===== config.mk =====
export PLATFORM = sky130hd
export DESIGN_NAME = interp_sequencer
export DESIGN_NICKNAME = d
export VERILOG_FILES = /design/src/rtl/interp_pkg.sv /design/src/rtl/interp_addr_gen.sv /design/src/rtl/interp_sequencer.sv
export SDC_FILE = /design/constraint.sdc
export NUM_CORES = 1
export LEC_CHECK = 0
export ABC_AREA = 0
export CORE_UTILIZATION = 37
export CTS_CLUSTER_SIZE = 10
export DETAILED_ROUTE_END_ITERATION = 6
export GPL_TIMING_DRIVEN = 0
export PLACE_DENSITY = 0.69
export SLEW_MARGIN = 20
export SYNTH_ARGS = -nofsm -noshare
export SYNTH_HDL_FRONTEND = slang
export SYNTH_SLANG_ARGS = --single-unit
export TNS_END_PERCENT = 50

===== constraint.sdc =====
create_clock -name clock -period 3.9 [get_ports clock]
set_input_delay 1.17 -clock clock [delete_from_list [all_inputs] [get_ports clock]]
set_output_delay 1.17 -clock clock [all_outputs]
set_load 0.01 [all_outputs]

===== src/rtl/interp_pkg.sv =====
// Shared types and constants for the interpolation-filter feed sequencer.
// Latency: n/a (package). Backpressure: n/a.
// Holds the FSM state enum, filter padding/latency constants and default frame size.
package interp_pkg;

    localparam int DEF_WIDTH  = 16;
    localparam int DEF_HEIGHT = 16;
    localparam int PAD_LEFT   = 7;
    localparam int PAD_RIGHT  = 6;
    localparam int OUT_LAT    = 13;

    typedef enum logic [1:0] {
        IDLE,
        RUN,
        DRAIN,
        DONE
    } state_t;

    function automatic int max_len(input int w, input int h);
        return (w > h) ? w : h;
    endfunction

endpackage


===== src/rtl/interp_addr_gen.sv =====
// Maps (direction, line, slot) to source read index and destination write index.
// Latency: purely combinational, zero cycles.
// Backpressure: none; the caller freezes slot/line to stall.
module interp_addr_gen
    import interp_pkg::*;
#(
    parameter int WIDTH  = DEF_WIDTH,
    parameter int HEIGHT = DEF_HEIGHT,
    parameter int KW     = $clog2(max_len(WIDTH, HEIGHT) + PAD_LEFT + PAD_RIGHT),
    parameter int LW     = $clog2(max_len(WIDTH, HEIGHT) + 1),
    localparam int AW    = $clog2(WIDTH * HEIGHT)
) (
    input  logic          dir,
    input  logic [KW-1:0] slot,
    input  logic [LW-1:0] line,
    output logic [AW-1:0] rd_addr,
    output logic [AW-1:0] wr_addr
);

    localparam logic [KW-1:0] LEN_H = KW'(WIDTH);
    localparam logic [KW-1:0] LEN_V = KW'(HEIGHT);

    logic [KW-1:0] len;
    logic [KW-1:0] p;
    logic [KW-1:0] q;

    always_comb begin
        len = dir ? LEN_V : LEN_H;
        // Left and right borders replicate the first and last pixel of the line.
        if (slot < KW'(PAD_LEFT)) begin
            p = '0;
        end else if (slot < len + KW'(PAD_LEFT)) begin
            p = slot - KW'(PAD_LEFT);
        end else begin
            p = len - KW'(1);
        end
        q = (slot >= KW'(OUT_LAT)) ? slot - KW'(OUT_LAT) : '0;

        if (dir) begin
            rd_addr = AW'(p) * AW'(WIDTH) + AW'(line);
            wr_addr = AW'(q) * AW'(WIDTH) + AW'(line);
        end else begin
            rd_addr = AW'(line) * AW'(WIDTH) + AW'(p);
            wr_addr = AW'(line) * AW'(WIDTH) + AW'(q);
        end
    end

endmodule


===== src/rtl/interp_sequencer.sv =====
// Sequences one full-frame pass of reads into the interpolation filter and write-back strobes.
// Latency: rd_en/rd_addr combinational from counters; feed_valid/wr_en/wr_addr one cycle later.
// Backpressure: hold freezes slot issue in RUN; the pass resumes at the same slot.
module interp_sequencer
    import interp_pkg::*;
#(
    parameter int WIDTH  = DEF_WIDTH,
    parameter int HEIGHT = DEF_HEIGHT,
    localparam int AW    = $clog2(WIDTH * HEIGHT)
) (
    input  logic          clock,
    input  logic          reset,
    input  logic          start,
    input  logic          pass_dir,
    input  logic          hold,
    output logic          rd_en,
    output logic [AW-1:0] rd_addr,
    output logic          feed_valid,
    output logic          wr_en,
    output logic [AW-1:0] wr_addr,
    output logic          busy,
    output logic          done
);

    localparam int LMAX = max_len(WIDTH, HEIGHT);
    localparam int KW   = $clog2(LMAX + PAD_LEFT + PAD_RIGHT);
    localparam int LW   = $clog2(LMAX + 1);

    state_t        state, state_nxt;
    logic [KW-1:0] slot, slot_nxt;
    logic [LW-1:0] line, line_nxt;
    logic          dir_q, dir_nxt;
    logic [KW-1:0] last_slot;
    logic [LW-1:0] last_line;
    logic          wr_en_nxt;
    logic [AW-1:0] wr_addr_c;

    assign last_slot = dir_q ? KW'(HEIGHT + PAD_LEFT + PAD_RIGHT - 1)
                             : KW'(WIDTH + PAD_LEFT + PAD_RIGHT - 1);
    assign last_line = dir_q ? LW'(WIDTH - 1) : LW'(HEIGHT - 1);

    always_comb begin
        state_nxt = state;
        slot_nxt  = slot;
        line_nxt  = line;
        dir_nxt   = dir_q;
        rd_en     = 1'b0;
        busy      = (state != IDLE);
        done      = 1'b0;
        case (state)
            IDLE: begin
                if (start) begin
                    state_nxt = RUN;
                    dir_nxt   = pass_dir;
                    slot_nxt  = '0;
                    line_nxt  = '0;
                end
            end
            RUN: begin
                if (!hold) begin
                    rd_en = 1'b1;
                    if (slot == last_slot) begin
                        slot_nxt = '0;
                        if (line == last_line) begin
                            line_nxt  = '0;
                            state_nxt = DRAIN;
                        end else begin
                            line_nxt = line + LW'(1);
                        end
                    end else begin
                        slot_nxt = slot + KW'(1);
                    end
                end
            end
            DRAIN: state_nxt = DONE;
            DONE: begin
                done      = 1'b1;
                state_nxt = IDLE;
            end
            default: state_nxt = IDLE;
        endcase
    end

    // Only slots past the filter's fill latency produce results.
    assign wr_en_nxt = rd_en && (slot >= KW'(OUT_LAT));

    interp_addr_gen #(
        .WIDTH  (WIDTH),
        .HEIGHT (HEIGHT),
        .KW     (KW),
        .LW     (LW)
    ) u_addr_gen (
        .dir     (dir_q),
        .slot    (slot),
        .line    (line),
        .rd_addr (rd_addr),
        .wr_addr (wr_addr_c)
    );

    always_ff @(posedge clock) begin
        if (reset) begin
            state      <= IDLE;
            slot       <= '0;
            line       <= '0;
            dir_q      <= 1'b0;
            feed_valid <= 1'b0;
            wr_en      <= 1'b0;
            wr_addr    <= '0;
        end else begin
            state      <= state_nxt;
            slot       <= slot_nxt;
            line       <= line_nxt;
            dir_q      <= dir_nxt;
            feed_valid <= rd_en;
            wr_en      <= wr_en_nxt;
            wr_addr    <= wr_addr_c;
        end
    end

endmodule


==> flow_summary.yaml <==
outcome:
  status: "completed"
global_route:
  grt_first_pass_wirelength_um: 6280
  grt_use_total: 0.179
  grt_pass1_vias: 1379
  antenna_found_initial: 0
  grt-ovfl-total: 0
  grt_max_degree: 15
min_path:
  hold_path_depth: 1
  min_path_type: "reg -> reg"
  min_from: "line[4]"
  hold_end: "line[4]"
setup_path:
  ff2ff_path_depth: 11
  crit_path_top_delay_cell: "clkdlybuf4s50_1"
  r2r-end: "wr_addr[6]"
  cp_top_family: "adder cells"
  required_ps: 2730
  slowest_delay_ps: 480
  cp-start-kind: "flip-flop"
  setup.worst_path.class: "reg -> out"
  path_max_fanout: 10
  crit_path_end_kind: "primary output"
  worst_ep_arrival_time_ps: 2600
  r2r_slack_ps: 1330
  cp_cell_sequence: "clkbuf_8 -> inv_2 -> ha_2 -> maj3_1 -> ha_1 -> mux2_2 -> clkdlybuf4s50_1"
  crit_buf_inv: 3
  r2r_start: "slot[1]"
finish:
  final_util: 0.489
  drive_gt1_frac: 0.112
  n_fill_cell: 435
  layoutNonFillerInstCount: 273
  num-nets-final: 247
  final_area_mm2: 0.00201
  area_growth_pct: 22.7
  n_antenna_cell: 0
synthesis:
  syn_inst: 195
  synth_mux_area_frac: 0.0389
  synth-compound-area-share: 0.223
  syn_area_per_cell_um2: 8.41
  synthXorXnorAreaFrac: 0.0481
  synth_edf_count: 0
  ys_ff_latch: 23
  ys_warn_count: 0
  synth_top_area_share: 0.281
  yosys.area_share.simple: 0.209
  synth_top_family_by_area: "compound AO/OA/AOI/OAI gates"
  yosys.area.top_type: "dfxtp_1"
  yosys.cell_types.count: 50
  synth-main-ff-cell: "dfxtp_1"
  syn_nets: 218
  syn-cell-area_mm2: 0.00164
  ys_seq_area_frac: 0.281
  ys_async_sr_fraction: 0
  synthAdderAreaFrac: 0.144
  yosys-top-cells-area: "dfxtp_1 28%, ha_1 14%, nor2_1 5.0%, a21oi_1 4.6%, nand2_1 3.2%"
detailed_routing:
  route.detailed.wl_per_inst_um: 13.7
  antenna_left: 0
  vias: 1523
  drc_errors: 0
  avgViaCountPerCell: 5.58
  routed_wl_um: 3740
  first_pass_iters: 4
  drt_iter0_markers: 120
sta:
  fmax_mhz: 265
  hold_ws_ps: 536
  fin_crit_sh: 0.966
  worst_slew_pin_slew_ps: 581
  finalClockSkew_ps: 4.08
  timing.slew.headroom: 0.613
  tns_ps: 0
  min_period_ps: 3770
  layout_setup_ws_ps: 133
  rsz0062_at_grt: "no"
  finalHoldViolCount: 0
  finalMaxSlewViolations: 0
  setup_viol: 0
pwr:
  cellPowerDensity_mw_per_mm2: 398
  fin_total_pwr_mw: 0.799
  irDropWorstVdd_mv: 0.294
  p_leak_nw: 0.824
clock_network:
  cts.sinks: 23
  clk_latency_ps: 270
  clk_pin_slew_ps: 90
  clockBufferDepth: 2
  numCtsBuffers: 3
  cts_root_buf: "clkbuf_8"
  tritoncts: "done"
  cts.htree.levels: 1
  post_cts_buffers: 0
floorplan:
  rows: 23
  dieArea_mm2: 0.00470
  core_area_mm2: 0.00412
  boundaryPins: 26
  die_x_um: 68.6
  die_h_um: 68.6
  initial_core_util: 0.398
placement:
  dp_slack_ps: -237
  hpwl_um: 2850
  place.port_buffers: 25
  gp_congestion: 0.844
  postPlaceCellArea_mm2: 0.00195
  dp.cells: 270
job:
  max-cap-violations: 0
==> sequential cells by signal, indices dropped and copies added (netlist names) <==
register,flops
dir_q,1
feed_valid,1
line,5
slot,5
state,2
wr_addr,8
wr_en,1
==> power breakdown <==
group | switching, mW | total, mW | internal (mW) | leakage [nW]
logic | 0.209 | 0.368 | 0.159 | 0.612
clock network | 0.0832 | 0.155 | 0.0715 | 0.0255
registers | 0.0199 | 0.277 | 0.257 | 0.187
==> worst max path at each step <==
| stage | end | from | cells after the start | slack (ps) |
|---|---|---|---|---|
| 6_report | rd_addr[5] | slot[0] | 7 | 130 |
| 5_1_grt | rd_addr[5] | slot[2] | 10 | 3 |
| 4_1_cts | rd_addr[5] | slot[0] | 7 | 70 |
| 3_5_place_dp | rd_addr[6] | slot[0] | 8 | -240 |
| 3_3_place_gp | rd_addr[6] | slot[0] | 8 | -240 |
| 2_1_floorplan | rd_addr[6] | slot[0] | 7 | 480 |
==> layer usage <==
layer	global-route usage	vias up	routed length [um]
met1	0.241	722	1750
li1	-	762	-
met3	0.0362	6	117
met5	0	-	0
met4	0.0547	0	49
met2	0.286	33	1820
==> worst reg2reg max path, delay by kind of cell (launching register included) <==
kind,cells,cell delay (ps)
adders and majority gates,3,620
and+or+nand+nor,3,580
AOI/OAI and AO/OA,2,550
DFF,1,340
buffers and inverters,2,280
xor gates and xnor gates,1,120
==> layout by cell type, fill, tap and decap left out, types with 2 or more instances in the layout <==
cell type        Yosys  routed
a211oi_1             4       4
a21o_1               2       2
a21oi_1             15      15
a311oi_1             4       4
a32oi_1              2       2
a41oi_1              2       2
clkbuf_1            10       5
clkbuf_2             0       3
clkbuf_4             0       2
clkbuf_8             0       4
clkdlybuf4s50_1      0      23
dfxtp_1             23      22
ha_1                18      17
inv_1                7       6
inv_2                1       2
mux2_2               3       3
mux2i_1              3       3
nand2_1             14      14
nand2b_1             3       3
nand3_1              9       9
nor2_1              22      22
o211a_1              2       2
o21ai_0              5       5
o31ai_1              3       3
or2_2                2       2
or3_1                5       5
xnor2_1              4       4
xor2_1               5       5
==> what timing repair did <==
action                                  in CTS  in global routing
endpoints found under the setup margin       3                  3
gates resized for setup                     10                  7
hold buffers                                 0                  0
pin swaps                                    0                  0
cloned                                       0                  0
==> cell usage after synthesis, drive strengths merged, types with 2 or more instances <==
library cell / number
a311oi: 4
a21o: 2
mux2: 3
a41oi: 2
a32oi: 2
buf: 4
nor2: 22
a21oi: 15
xor2: 5
xnor2: 4
nor4b: 2
or2: 2
o21ai: 6
clkbuf: 10
nand2: 14
o2111ai: 2
ha: 18
a211oi: 4
inv: 8
dfxtp: 23
or3: 5
mux2i: 3
and4: 2
nand2b: 3
o31ai: 3
o211a: 2
nand3: 9
==> final cells by class <==
| cell class | instances | area [um^2] | area share |
|---|---|---|---|
| Multi-Input combinational cell | 150 | 1090 | 0.541 |
| Sequential cell | 23 | 462 | 0.230 |
| Timing Repair Buffer | 25 | 244 | 0.121 |
| Buffer | 13 | 77.6 | 0.0386 |
| Tap cell | 50 | 62.6 | 0.0311 |
| Clock buffer | 3 | 41.3 | 0.0205 |
| Inverter | 8 | 30.0 | 0.0149 |
| Clock inverter | 1 | 5.00 | 0.00249 |
==> kinds of logic (layout without fill, tap and decap cells) <==
family,after synthesis,in the layout
xor gates and xnor gates,9,9
muxes,6,6
AOI/OAI and AO/OA,50,50
and+or+nand+nor,66,66
DFF,23,23
buffers and inverters,22,50
adders and majority gates,19,19
No activity file was read; power rests on OpenSTA's default activity.
==> RTL change 1, RTL diff (config.mk and constraints unchanged) <==
Encoding of `state_t`: now Gray code (2 bits for 4 states).
--- a/src/rtl/interp_pkg.sv
+++ b/src/rtl/interp_pkg.sv
@@ -12,6 +12,6 @@
     typedef enum logic [1:0] {
-        IDLE,
-        RUN,
-        DRAIN,
-        DONE
+        IDLE  = 2'b00,
+        RUN   = 2'b01,
+        DRAIN = 2'b11,
+        DONE  = 2'b10
     } state_t;
Function: same outputs for any inputs over 10 cycles, from zero or initial values and one cycle with reset high; not proved beyond that.
==> RTL change 1 against the unedited design <==
  * Synthesized area up 1.6%
  * Global-route usage down 0.86 points
  * Critical path depth rose by 1
  * Cell area up 2.5%
  * Cell count is 2.2% higher
  * Core utilization down 1.5 points
  * Count of clock-buffer cells in the layout unchanged
  * Setup slack improved by 0.032 ns
  * Routed wire length increased by 5.9%
  * Non-clock buffer count grew 3
  * Sequential cell count unchanged
Power is not compared: it rests on default switching activity, and its combinational part moved more than twofold at a synthesized area within 25%.
==> RTL change 1: results (changes against the unedited design) <==
status: "finished, final reports clean"
endpoint: "rd_addr[6]"
grt_pass1_vias: 1384  # +0.36%
rrSetupSlack_ns: 1.45  # +0.12 ns
synth_cell_types: 56  # +12%
r2r_cells: 10  # -1
viasPerCell: 5.470  # -2.0%
synthTopCellsByArea: "dfxtp_1 (28%), ha_1 (9.8%), nor2_1 (5.2%)"
yosysSeqAreaShare_pct: 27.65  # -0.44 points
crit_slowest_cell: "dfxtp_2"
postCtsSetupBuffers: 0  # unchanged
postSynthCellCount: 198  # +1.5%
finClkSkew_ns: 0.001990  # -0.002095 ns
synth.top_cells.by_count: "dfxtp_1 (23), nor2_1 (23), a21oi_1 (17), nand2_1 (14), ha_1 (13)"
place.gp.congestion: 0.7902  # -6.4%
grtUsageTotal_pct: 17.06  # -0.86 points
use_met1_pct: 24.07  # -0.035 points
met3_usage_pct: 3.070  # -0.55 points
grt_pass1_wl_um: 6603  # +5.2%
arrival_ns: 2.56  # -0.04 ns
drt-initial-drc-count: 87  # -28%
final_cells: 279  # +2.2%
nets: 246  # -0.40%
cpPeakStageDelay_ns: 0.37  # -0.11 ns
dp_hpwl_um: 2876  # +0.98%
routed_wl_um: 3956  # +5.9%
synth_nets: 216  # -0.92%
pre_cts_ws_ns: -0.03768  # +0.1993 ns
drive_gt1_share_pct: 13.66  # +2.4 points
layout_setup_ws_ns: 0.1656  # +0.03237 ns
tightest_slew_ns: 0.6157  # +0.03449 ns
## RTL change 1: kinds of logic after synthesis
group / count (synthesis) / share of synthesized area (%)
buffers and inverters: 21 / 7.513
and+or+nand+nor: 76 / 24.34
muxes: 5 / 3.231
DFF: 23 / 27.65
xor gates and xnor gates: 9 / 5.185
AOI/OAI and AO/OA: 50 / 21.71
adders and majority gates: 14 / 10.37
## RTL change 1: worst min-delay path by stage
stage            start  endpoint  slack [ns]  depth (start not counted)
6_report       line[4]   line[4]        0.52                          2
2_1_floorplan  line[4]   line[4]        0.45                          2
3_3_place_gp   line[4]   line[4]        0.48                          2
3_5_place_dp   line[4]   line[4]        0.50                          2
5_1_grt        line[4]   line[4]        0.54                          2
4_1_cts        line[4]   line[4]        0.52                          2
## RTL change 1: final cells by class
cell class	instances	area, µm²
clock buffer	3	41.29
multi-input combinational	154	1104
timing repair buffer	25	250.2
buffer	16	112.6
clock inverter	1	7.507
sequential	23	461.7
inverter	5	18.77
fill	444	2293
tap	52	65.06
## RTL change 1: stage by stage
step / setup TNS, ns / area, µm²
2_1_floorplan: 0 / 1665
3_3_place_gp: -0.06306 / 1981
3_5_place_dp: -0.03768 / 1981
4_1_cts: 0 / 2033
5_1_grt: -0.01104 / 2061
6_report: 0 / 2061
## RTL change 1: layer usage
layer	share of wire [%]	vias up
met1	51	718
met5	0	-
met3	3.5	2
met4	0.28	0
li1	-	773
met2	45	33
## RTL change 1: power groups by stage
stage	logic (mW)	clock network [mW]	registers [mW]
final	0.0718	0.160	0.242
after CTS	0.0701	0.164	0.242
after detailed placement	0.0699	0	0.247
after floorplan	0.0443	0	0.247
after global routing	0.0789	0.173	0.242
after global placement	0.0696	0	0.247
## RTL change 1: critical path, delay by kind of cell (launching register included)
family / cells / cell delay [ns]
compound gates: 1 / 0.15
fa+ha+maj: 3 / 0.84
buf+inv: 3 / 0.58
flops: 1 / 0.37
simple gates: 1 / 0.36
## RTL change 1: repair_timing
| action | 4_1_cts | 5_1_grt |
|---|---|---|
| cloned | 0 | 0 |
| endpoints found under the setup margin | 3 | 3 |
| resized for setup | 5 | 8 |
==> RTL change 2, RTL diff (same flow settings) <==
Without the edit above. `PAD_RIGHT`: 6 -> 5.
--- a/src/rtl/interp_pkg.sv
+++ b/src/rtl/interp_pkg.sv
@@ -8,3 +8,3 @@
     localparam int PAD_LEFT   = 7;
-    localparam int PAD_RIGHT  = 6;
+    localparam int PAD_RIGHT  = 5;
     localparam int OUT_LAT    = 13;
Check against the original RTL: no difference found for any inputs over 10 cycles, from zero or initial values and one cycle with reset high; that may be too few to reach the edited logic, so the function may still have changed.
==> RTL change 2 against the unedited design <==
  * Cell area increased by 0.75%
  * Maximum frequency increased by 0.26%
  * Synthesized cell count is 1.0% higher
  * Sequential power about the same
  * Routed wire length up 2.2%
  * Setup slack better by 0.0096 ns
  * Synthesized area about the same
  * Sequential cell count did not move
  * Power decreased by 2.0%
==> RTL change 2: results (changes against the unedited design) <==
status: "finished, final reports clean"
ir_drop_uv: 189.7  # -36%
whs_endpoint: "line[4]"
async_reset_ff_share_pct: 0  # unchanged
clockBufferDepth: 2  # unchanged
yosysSeqAreaShare_pct: 28.07  # about the same
n_fill_cell: 425  # -2.3%
drtPass1Iterations: 4  # unchanged
final-nonclk-buf-share_pct: 16.31  # +0.31 points
slew_headroom_pct: 54.00  # -7.3 points
io_buffers: 25  # unchanged
drv_slew: 0  # unchanged
multi_input_area_um2: 1085  # -0.34%
routed_wl_um: 3817  # +2.2%
p_comb_share_pct: 44.2  # -1.8 points
cts.clk_slew.worst_paths_ns: 0.09  # about the same
seq_area_um2: 461.7  # unchanged
drt-initial-drc-count: 140  # +17%
min_path_cells: 1  # unchanged
postCtsSetupBuffers: 0  # unchanged
power_leakage_nw: 0.8417  # +2.2%
finClkSkew_ns: 0.002251  # -0.001834 ns
grtUsageTotal_pct: 18.35  # +0.43 points
crit_slowest_cell: "or3_1"
viasPerCell: 5.594  # +0.28%
dp_hpwl_um: 2935  # +3.0%
drive_gt1_share_pct: 11.50  # +0.29 points
synth_nets: 219  # +0.46%
top_regs: "wr_addr x8, line x5, slot x5"
p_sw_mw: 0.3065  # -1.9%
p_int_mw: 0.4764  # -2.1%
cts_root_buf: "clkbuf_8"
path_delay_family: "compound AO/OA/AOI/OAI gates"
nets: 249  # +0.81%
synth.top_cells.by_count: "dfxtp_1 (23), nor2_1 (23), a21oi_1 (18), ha_1 (17), nand2_1 (14)"
synth_top_cell_by_area: "dfxtp_1"
grt_max_degree: 15  # unchanged
synth_cell_types: 51  # +2.0%
antennaDiodeCount: 0  # unchanged
arrival_ns: 2.59  # about the same
cts_resized: 7  # -3
grt_pass1_wl_um: 6465  # +3.0%
startpoint: "slot[2]"
place.gp.congestion: 0.8417  # -0.32%
rrSetupSlack_ns: 1.44  # +0.11 ns
synth_top_area_share_pct: 28.07  # about the same
clk_share_pct: 2.409  # +0.11 points
synthTopCellsByArea: "dfxtp_1 (28%), ha_1 (13%), a21oi_1 (5.5%)"
endpoint: "rd_addr[6]"
cpPeakStageDelay_ns: 0.36  # -0.12 ns
clk_latency_ns: 0.27  # about the same
buffers: 39  # +2.6%
grt_pass1_vias: 1439  # +4.4%
inv_count: 10  # +2
antenna_found_initial: 0  # unchanged
## RTL change 2: stage by stage
stage	setup TNS [ns]	setup WS (ns)	hold WS (ns)	cell area (µm²)	instances
final	0	0.1428	0.5564	2026	276
after global routing	0	0.009310	0.5621	2026	276
after CTS	0	0.001251	0.5522	2011	276
after detailed placement	-0.05241	-0.05241	0.5397	1953	272
after global placement	-0.03789	-0.03789	0.5332	1953	272
after floorplan	0	0.5948	0.4912	1640	197
## RTL change 2: logic make-up (layout without fill, tap and decap cells)
group	count (synthesis)	count (layout)	synth area share, %
fa+ha+maj	18	18	13.58
flops	23	23	28.07
buf+inv	24	53	6.332
simple gates	61	61	18.00
compound gates	57	57	25.78
mux	6	6	3.966
xor+xnor	8	8	4.272
## RTL change 2: layer usage
metal	part of all wire, %	wire, µm	track usage [%]	up-vias
met3	4.0	153	2.138	8
met5	0	0	0	-
li1	-	-	-	775
met1	47	1794	23.03	716
met4	2.2	83	7.813	0
met2	47	1785	31.37	45
